<file path="src/rtl/intra4x4_mb_pred_parser.sv">
// Parses the mb_pred() syntax of an I_NxN macroblock: sixteen
// prev_intra4x4_pred_mode_flag / rem_intra4x4_pred_mode pairs followed by
// the ue(v) coded intra_chroma_pred_mode. It reports how many bits it
// consumed each cycle to the bitstream controller.
module intra4x4_mb_pred_parser (
  input  logic        clk,
  input  logic        reset_n,
  input  logic        start,
  input  logic        bs_valid,
  input  logic [15:0] BitStream_buffer_output,
  output logic [2:0]  mb_pred_state,
  output logic [3:0]  luma4x4BlkIdx,
  output logic        prev_intra4x4_pred_mode_flag,
  output logic [2:0]  rem_intra4x4_pred_mode,
  output logic [1:0]  intra_chroma_pred_mode,
  output logic [2:0]  pc_advance,
  output logic        mb_pred_done,
  output logic        mb_pred_err
);

  typedef enum logic [2:0] {
    rst_s                          = 3'd0,
    prev_intra4x4_pred_mode_flag_s = 3'd1,
    rem_intra4x4_pred_mode_s       = 3'd2,
    intra_chroma_pred_mode_s       = 3'd3
  } state_t;

  state_t     state;
  logic       chroma_ok;
  logic [1:0] chroma_val;
  logic [2:0] chroma_len;
  logic       unused_bits;

  // Only the top five bits ever carry syntax for this parser.
  assign unused_bits   = ^BitStream_buffer_output[10:0];
  assign mb_pred_state = state;

  // ue(v) decode of intra_chroma_pred_mode; codewords longer than 5 bits
  // (values above 3) are illegal and flagged via chroma_ok.
  always_comb begin
    chroma_ok  = 1'b1;
    chroma_val = 2'd0;
    chroma_len = 3'd0;
    casez (BitStream_buffer_output[15:11])
      5'b1????: begin chroma_val = 2'd0; chroma_len = 3'd1; end
      5'b010??: begin chroma_val = 2'd1; chroma_len = 3'd3; end
      5'b011??: begin chroma_val = 2'd2; chroma_len = 3'd3; end
      5'b00100: begin chroma_val = 2'd3; chroma_len = 3'd5; end
      default:  chroma_ok = 1'b0;
    endcase
  end

  // Decoded element outputs and bit consumption; all zero while stalled or idle.
  always_comb begin
    prev_intra4x4_pred_mode_flag = 1'b0;
    rem_intra4x4_pred_mode       = 3'd0;
    pc_advance                   = 3'd0;
    case (state)
      prev_intra4x4_pred_mode_flag_s: if (bs_valid) begin
        prev_intra4x4_pred_mode_flag = BitStream_buffer_output[15];
        pc_advance                   = 3'd1;
      end
      rem_intra4x4_pred_mode_s: if (bs_valid) begin
        rem_intra4x4_pred_mode = BitStream_buffer_output[15:13];
        pc_advance             = 3'd3;
      end
      intra_chroma_pred_mode_s: if (bs_valid && chroma_ok) begin
        pc_advance = chroma_len;
      end
      default: pc_advance = 3'd0;
    endcase
  end

  // Parser FSM with block index, chroma mode and done/error pulses.
  always_ff @(posedge clk) begin
    if (!reset_n) begin
      state                  <= rst_s;
      luma4x4BlkIdx          <= 4'd0;
      intra_chroma_pred_mode <= 2'd0;
      mb_pred_done           <= 1'b0;
      mb_pred_err            <= 1'b0;
    end else begin
      mb_pred_done <= 1'b0;
      mb_pred_err  <= 1'b0;
      case (state)
        rst_s: begin
          luma4x4BlkIdx <= 4'd0;
          if (start) state <= prev_intra4x4_pred_mode_flag_s;
        end
        prev_intra4x4_pred_mode_flag_s: if (bs_valid) begin
          if (!BitStream_buffer_output[15]) begin
            state <= rem_intra4x4_pred_mode_s;
          end else if (luma4x4BlkIdx == 4'd15) begin
            state <= intra_chroma_pred_mode_s;
          end else begin
            luma4x4BlkIdx <= luma4x4BlkIdx + 4'd1;
          end
        end
        rem_intra4x4_pred_mode_s: if (bs_valid) begin
          if (luma4x4BlkIdx == 4'd15) begin
            state <= intra_chroma_pred_mode_s;
          end else begin
            state         <= prev_intra4x4_pred_mode_flag_s;
            luma4x4BlkIdx <= luma4x4BlkIdx + 4'd1;
          end
        end
        intra_chroma_pred_mode_s: if (bs_valid) begin
          if (chroma_ok) begin
            intra_chroma_pred_mode <= chroma_val;
            mb_pred_done           <= 1'b1;
          end else begin
            mb_pred_err <= 1'b1;
          end
          state         <= rst_s;
          luma4x4BlkIdx <= 4'd0;
        end
        default: begin
          state         <= rst_s;
          luma4x4BlkIdx <= 4'd0;
        end
      endcase
    end
  end

endmodule

</file>
<file path="config.mk">
export PLATFORM = sky130hd
export DESIGN_NAME = intra4x4_mb_pred_parser
export DESIGN_NICKNAME = d
export VERILOG_FILES = /design/src/rtl/intra4x4_mb_pred_parser.sv
export SDC_FILE = /design/constraint.sdc
export NUM_CORES = 1
export LEC_CHECK = 0
export BUFFER_PORTS_ARGS = -buffer_cell sky130_fd_sc_hd__buf_2
export CAP_MARGIN = 20
export CORE_UTILIZATION = 43
export DETAILED_ROUTE_END_ITERATION = 8
export PLACE_DENSITY = 0.78
export SYNTH_ARGS = -nofsm -noshare
export SYNTH_HDL_FRONTEND = slang
export SYNTH_SLANG_ARGS = --single-unit
</file>
<file path="constraint.sdc">
create_clock -name clk -period 1.8 [get_ports clk]
set_input_delay 0.54 -clock clk [delete_from_list [all_inputs] [get_ports clk]]
set_output_delay 0.54 -clock clk [all_outputs]
set_load 0.01 [all_outputs]
</file>
# --- Word level (Yosys, flattened, before mapping) ---
# Cells that the tools add are included.
# Widths: inputs -> output; s select.
word_totals:
  ff_bits: 11
  inputBits: 20
  out_inout_bits: 18
  elab_cells: 54
classes:
  add_sub_neg: 1
  n_eq_ne: 13
  n_mux: 27
  reduce_logical: 8
op_table:
  columns: ["operator", "count"]
  rows:
  - ["$mux 3", 9]
  - ["$mux 4", 5]
  - ["$pmux 3 s3", 2]
  - ["$eq 3x2->1 const B", 4]
  - ["$pmux 3 s4", 1]
  - ["$pmux 4 s3", 1]
  - ["$ne 2x2->1 const B", 5]
  - ["$mux 1", 6]
  - ["$pmux 2 s3", 1]
  - ["$reduce_and 3->1", 2]
  - ["$eq 5x3->1 const B", 1]
  - ["$reduce_and 5->1", 1]
  - ["$add 4x1->4 const B", 1]
  - ["$eq 4x4->1 const B", 1]
  - ["$mux 2", 2]
  - ["$reduce_and 4->1", 1]
  - ["$reduce_or 4->1", 1]
  - ["$eq 3x1->1 const B", 1]
  - ["$logic_not 3->1", 1]
  - ["$ne 3x3->1 const B", 1]
  - ["$reduce_or 2->1", 1]
  - ["$logic_and 1x1->1", 1]

# --- Depth between registers and ports, before layout ---
# Gate-level depths: netlist (run 1).
depth:
  word_depth: 6
  depth_mapped: 6
  mapped_depth_nobuf: 6

# --- Worst setup path before layout (run 1) ---
# Ideal clock, no wire load.
synth_path:
  path_type: "input to output"
  from: "in BitStream_buffer_output[12]"
  to: "out pc_advance[0]"
  arrival_ns: 1.264
  t_required_ns: 1.260
  path_slack_ns: -0.004
  stages: 4
  n_path_buf: 0
  cell_sequence: "or3b_4 nand2_1 a211oi_1 nor2_1"
synth_via:
  elab_chain_cells: 6
  word_cells_on_any_way: 7
  cone_classes: "eq/ne (1); mux (4); reduce/logical (2)"
synth_rtl:
  columns: ["item", "line", "text"]
  rows:
  - ["start, declared", "10", "input logic [15:0] BitStream_buffer_output,"]
  - ["$eq 5x3->1 *", "44", "casez (BitStream_buffer_output[15:11])"]
  - ["$reduce_or 4->1 (no line)", null, null]
  - ["$mux 1", "44", null]
  - ["$logic_and 1x1->1", "67", "intra_chroma_pred_mode_s: if (bs_valid && chroma_ok) begin"]
  - ["$mux 3 *", "67", null]
  - ["$pmux 3 s3 *", "58", "case (state)"]
  - ["end, declared", "16", "output logic [2:0] pc_advance,"]
# Every way passes the cells marked *; elsewhere a longest branch is shown, timed or not.

# --- Worst setup path in the final report (run 1) ---
# Same ends and word-level chain as after synthesis.

==> run summary, run 1 <==
Status - complete, but fails checks
Violated checks - negative setup slack
Largest family of logic cells by synthesized area - simple AND/OR/NAND/NOR gates
Final min period - 1.92 ns
Min-delay src - intra_chroma_pred_mode[1]
Vias post-DR - 746
CP max stage delay - 0.42 ns
Post-synth top cells - dfxtp_1 (10), a21oi_1 (9), nor2_1 (7)
CTS Buffer Depth - 2
Synth unique cells - 31
I/O pin count - 38
Total CTS buffers - 3
Via density - 5.22
Compound-Gate Fraction of Synth Area - 26.9%
Syn Inst Count - 86
Setup TNS - -0.159 ns
CP Launch Type - input port
Share of the yosys chip area belonging to registers - 28.2%
Gr ovfl total - 0
Die Y - 42.7 µm
RD Place Congestion - 0.810
Synth Area in Simple Gates - 27.6%
WL per Instance - 11.4 µm
Htree depth - 1
Flop pwr share - 27.1%
Sequential cell area - 208 µm²
Power per cell area - 1070 mW/mm²
Clock sink count - 10
Post-synthesis mux area share - 1.41%
CTS tree - yes
Peak VDD IR - 0.704 mV
WHS Path Cells - 2
Clock power frac - 17.4%
Slowest CP cell - or3b_4
Peak Freq - 522 MHz
Worst reg2reg startpoint - mb_pred_state[0]
Worst Setup End Kind - primary output
P&R area growth vs syn - 49.8%
R2r worst-path depth - 7
Cts hold-fix bufs - 0
Type of the worst min-delay path - reg -> reg
Setup violators final - 2
Pin count of the biggest net entering global routing - 8
Pre-CTS WS - -0.171 ns
Leak - 0.498 nW
Crit path from - BitStream_buffer_output[12]
CP max FO - 3
Fillers - 122
Syn Area/Cell - 8.26 µm²
Slew Limit Fails - 0
Worst setup margin - -0.115 ns
Async S/R FF share, synth - 0%
Synth Area in XOR/XNOR - 0%
Arr. time, crit path - 1.38 ns
Layout cells sized above 1 - 54.3%
Switching Share - 38.9%
Vias in the first global route - 708
Comb pwr share - 55.4%
Final Net Count - 154
Post-Syn Area - 711 µm²
Dominant synthesized flop cell - dfxtp_1
Layout Skew - 0.00486 ns
Final hold violations - 0
Die Area - 0.00182 mm²
Post-Synth Adder-Cell Area - 10.6%
Syn nets - 112
First-pass GRT wire length - 2900 µm
Post-route ant nets - 0
Clock-pin slew on the worst setup and hold paths - 0.06 ns
Final Cycle Share - 106%
Post-synth top area cell - dfxtp_1
Core footprint - 0.00152 mm²
Post-DP HPWL - 1260 µm
R2r setup slk - 0.29 ns
Unrepaired setup endpoints after global routing - yes
Starting Density - 46.6%
DR iter-0 viols - 6
Critical path type - in -> out
Final WL - 1640 µm
Cells along the critical path - buf_6 > or3b_4 > nand2_4 > a211oi_2 > nor2_2 > buf_2
Tot GR Track Use - 20.4%
PortBufs - 25
P_sw - 0.443 mW
Antenna violations before repair - 0
DRC errors left - 0
Most common cell in the synthesized netlist - dfxtp_1
DRT Pass-1 Iters - 4
Rows - 14
Synth top area share - 28.2%
EDFF count, synth - 0
Multi-input logic area - 542 µm²
Ant. Diodes - 0
Die W - 42.7 µm
Critical Path RT - 1.26 ns
Ranking of synthesized cells by area - dfxtp_1 (28%), ha_1 (11%), a21oi_1 (6.3%), o21ai_0 (4.2%), nor2_1 (3.7%)
Max Cap Viol - 0
YS warnings - 0
Int Power - 0.694 mW
Clock root buffer - clkbuf_4
Clock Latency Late Sink - 0.27 ns
Number of synthesized register bits - 10
critical path: cells and delay by family:
family | cells | cell delay (ns)
compound gates | 1 | 0.06
simple gates | 3 | 0.57
buf+inv | 2 | 0.21
cell type report:
cell class,count,share of cell area (%)
flip-flops and latches,10,19.5
well taps,16,1.88
repair buffers,39,22.6
inverters,5,1.76
clock buffers,4,3.41
multi-input cells,69,50.9
cell families after synthesis:
family	after synthesis
muxes	1
other	1
DFF	10
adders and majority gates	6
buffers and inverters	7
AOI/OAI and AO/OA	28
and+or+nand+nor	33
power by group through the flow:
stage	registers [mW]	clock network, mW	logic (mW)
after floorplan	0.308	0	0.374
after global placement	0.296	0	0.530
after detailed placement	0.298	0	0.542
after CTS	0.298	0.203	0.609
after global routing	0.313	0.212	0.708
final	0.309	0.198	0.630
metrics by stage:
stage	total power, mW	instances	hold WS, ns	cell area, µm²	utilization [%]
floorplan	0.681	86	0.499	721	-
global placement	0.826	135	0.466	926	60.8
detailed placement	0.840	135	0.478	926	60.8
CTS	1.11	143	0.487	1030	67.3
global route	1.23	143	0.525	1060	69.9
finish	1.14	143	0.478	1060	69.9
metal layers:
layer / vias to the layer above / global-route usage (%) / share of wire [%]
li1: 394 / - / -
met1: 327 / 24.7 / 45
met2: 25 / 34.2 / 48
met3: 0 / 7.66 / 7.0
met4: 0 / 3.75 / 0
met5: - / 0 / 0
timing repair:
action                     in CTS  in global routing
gates resized for setup         9                 10
setup buffers                   4                  0
setup endpoints to repair       7                  7
pin swaps                       3                  1
cloned                          0                  0
layout by cell type (no fill, tap or decap), drive strengths merged:
cell type | netlist | routed
nand4 | 2 | 2
and2 | 1 | 1
buf | 2 | 39
nor3b | 1 | 1
dfxtp | 10 | 10
mux2i | 1 | 1
nor3 | 3 | 3
o221ai | 1 | 1
ha | 6 | 6
a31oi | 1 | 1
nor2 | 7 | 7
or3b | 1 | 1
clkbuf | 0 | 4
nand2 | 4 | 4
and3 | 6 | 6
inv | 5 | 5
nand3 | 4 | 4
a211oi | 2 | 2
nand4b | 1 | 1
a21oi | 12 | 12
o221a | 1 | 1
conb | 1 | 1
nand2b | 3 | 3
a21o | 2 | 2
o21ai | 9 | 9
sequential cells by signal (all words and copies together) (netlist names):
name,count
mb_pred_err,1
luma4x4BlkIdx,4
intra_chroma_pred_mode,2
mb_pred_done,1
mb_pred_state,2
worst paths after layout:
kind	to
min reg2reg	intra_chroma_pred_mode[1]
max	pc_advance[0]
min	intra_chroma_pred_mode[1]
max reg2reg	luma4x4BlkIdx[2]
(Power assumes the default switching activity.)
==> inputs of run 2 (changes only) <==
- CORE_UTILIZATION: 43 -> 40
- PLACE_DENSITY: 0.78 -> 0.74
==> run summary, run 2 (synthesized netlist as in run 1, its figures left out) <==
Crit Reg-Reg Endpoint - luma4x4BlkIdx[2] (unchanged)
Arr. time, crit path - 1.38 ns (about the same)
Fillers - 137 (was 122)
R2r worst-path depth - 7 (unchanged)
I/O pin count - 38 (unchanged)
Violated checks - negative setup slack (unchanged)
Most common cell after layout, fill and taps aside - buf_2 (unchanged)
Htree depth - 1 (unchanged)
Max Cap Viol - 0 (unchanged)
Placed cell area - 933 µm² (was 926 µm²)
Layout cells sized above 1 - 52.8% (was 54.3%)
Clock Latency Late Sink - 0.26 ns (was 0.27 ns)
R2r setup slk - 0.25 ns (was 0.29 ns)
Clock sink count - 10 (unchanged)
Worst setup margin - -0.121 ns (was -0.115 ns)
PortBufs - 25 (unchanged)
Ant. Diodes - 0 (unchanged)
Hold Crit Endpoint - intra_chroma_pred_mode[1] (unchanged)
Starting Density - 45.1% (was 46.6%)
Vias in the first global route - 712 (was 708)
Critical path type - in -> out (unchanged)
CTS tree - yes (unchanged)
Type of the worst min-delay path - reg -> reg (unchanged)
Die Y - 44.2 µm (was 42.7 µm)
Vias post-DR - 787 (was 746)
Final Net Count - 154 (unchanged)
Setup violators final - 3 (was 2)
Via density - 5.50 (was 5.22)
Leak - 0.499 nW (was 0.498 nW)
Peak Freq - 521 MHz (was 522 MHz)
Total power draw - 1.14 mW (about the same)
CTS Buffer Depth - 2 (unchanged)
Cts hold-fix bufs - 0 (unchanged)
Post-DP HPWL - 1340 µm (was 1260 µm)
Antenna violations before repair - 0 (unchanged)
DR iter-0 viols - 22 (was 6)
Tot GR Track Use - 20.3% (was 20.4%)
Min-delay src - intra_chroma_pred_mode[1] (unchanged)
Core footprint - 0.00158 mm² (was 0.00152 mm²)
Power per cell area - 1070 mW/mm² (about the same)
Final Cell Area - 0.00107 mm² (was 0.00106 mm²)
Clock-pin slew on the worst setup and hold paths - 0.06 ns (about the same)
P&R area growth vs syn - 50.0% (was 49.8%)
CP max FO - 3 (unchanged)
CP Launch Type - input port (unchanged)
Worst reg2reg startpoint - mb_pred_state[1] (was mb_pred_state[0])
Final WL - 1840 µm (was 1640 µm)
Pin count of the biggest net entering global routing - 8 (unchanged)
Slew Limit Fails - 0 (unchanged)
WHS Path Cells - 2 (unchanged)
Final Cycle Share - 107% (was 106%)
Rows - 14 (unchanged)
Worst Setup End Kind - primary output (unchanged)
Die W - 44.2 µm (was 42.7 µm)
First-pass GRT wire length - 2950 µm (was 2900 µm)
DRT Pass-1 Iters - 6 (was 4)
Unrepaired setup endpoints after global routing - yes (unchanged)
Worst hold slack - 0.483 ns (was 0.478 ns)
DRC errors left - 0 (unchanged)
Biggest register - luma4x4BlkIdx (unchanged)
Critical Path RT - 1.26 ns (about the same)
WL per Instance - 12.9 µm (was 11.4 µm)
Final hold violations - 0 (unchanged)
Status - complete, but fails checks (unchanged)
Total CTS buffers - 3 (unchanged)
Gr ovfl total - 0 (unchanged)
Clock root buffer - clkbuf_4 (unchanged)
RD Place Congestion - 0.840 (was 0.810)
Post-route ant nets - 0 (unchanged)
Die Area - 0.00195 mm² (was 0.00182 mm²)
Max FFs per register - 4 (unchanged)
Final min period - 1.92 ns (about the same)
Layout Skew - 0.00360 ns (was 0.00486 ns)
Most frequent cells in the layout - buf_2 (23), buf_4 (13), a21oi_1 (9) (was buf_2 (24), buf_4 (13), a21oi_1 (9))
Peak VDD IR - 0.722 mV (was 0.704 mV)
## run 2: metrics by stage
stage          setup slack (ns)  cells  setup TNS (ns)  utilization [%]
2_1_floorplan          0.000383     86               0                -
3_3_place_gp             -0.159    136          -0.269             59.2
3_5_place_dp             -0.178    136          -0.325             59.2
4_1_cts                  -0.123    143          -0.183             65.7
5_1_grt                  -0.141    143          -0.407             67.6
6_report                 -0.121    143          -0.193             67.6
## run 2: worst max-delay path by stage
stage                                            from            end  slack, ns  cells past startpoint
final                     BitStream_buffer_output[12]  pc_advance[0]      -0.12                      6
after detailed placement  BitStream_buffer_output[11]  pc_advance[0]      -0.18                      6
after CTS                 BitStream_buffer_output[12]  pc_advance[0]      -0.12                      6
after global routing      BitStream_buffer_output[12]  pc_advance[0]      -0.14                      6
after floorplan           BitStream_buffer_output[11]  pc_advance[2]     0.0004                      2
after global placement    BitStream_buffer_output[11]  pc_advance[0]      -0.16                      6
## run 2: timing repair
action	4_1_cts	5_1_grt
gates resized for setup	12	5
buffers inserted	3	0
cloned	0	0
pin swaps	4	1
setup endpoints to repair	6	7
## run 2: final cells by class
class / count / area [µm²] / area share, %
multi-input combinational: 69 / 539 / 50.6
timing repair buffer: 39 / 246 / 23.1
sequential: 10 / 205 / 19.2
clock buffer: 4 / 36.3 / 3.40
tap: 16 / 20.0 / 1.88
inverter: 5 / 18.8 / 1.76
## run 2: worst max-delay path, stage by stage
cell      delay [ns]
buf_6           0.09
or3b_4          0.42
nand2_4         0.08
a211oi_2        0.06
nor2_2          0.07
buf_2           0.12
## run 2: where the power goes
part,internal (mW),total [mW],switching (mW),leakage [nW]
logic,0.304,0.643,0.339,0.396
clock network,0.123,0.195,0.0719,0.0210
registers,0.262,0.302,0.0399,0.0821
## run 2: routing by layer
metal  GRT usage [%]  vias up  wire, µm
li1                -      395         -
met1            22.6      358       787
met2            37.9       29       924
met3            7.35        5       112
met4            1.82        0        16
met5               0        -         0
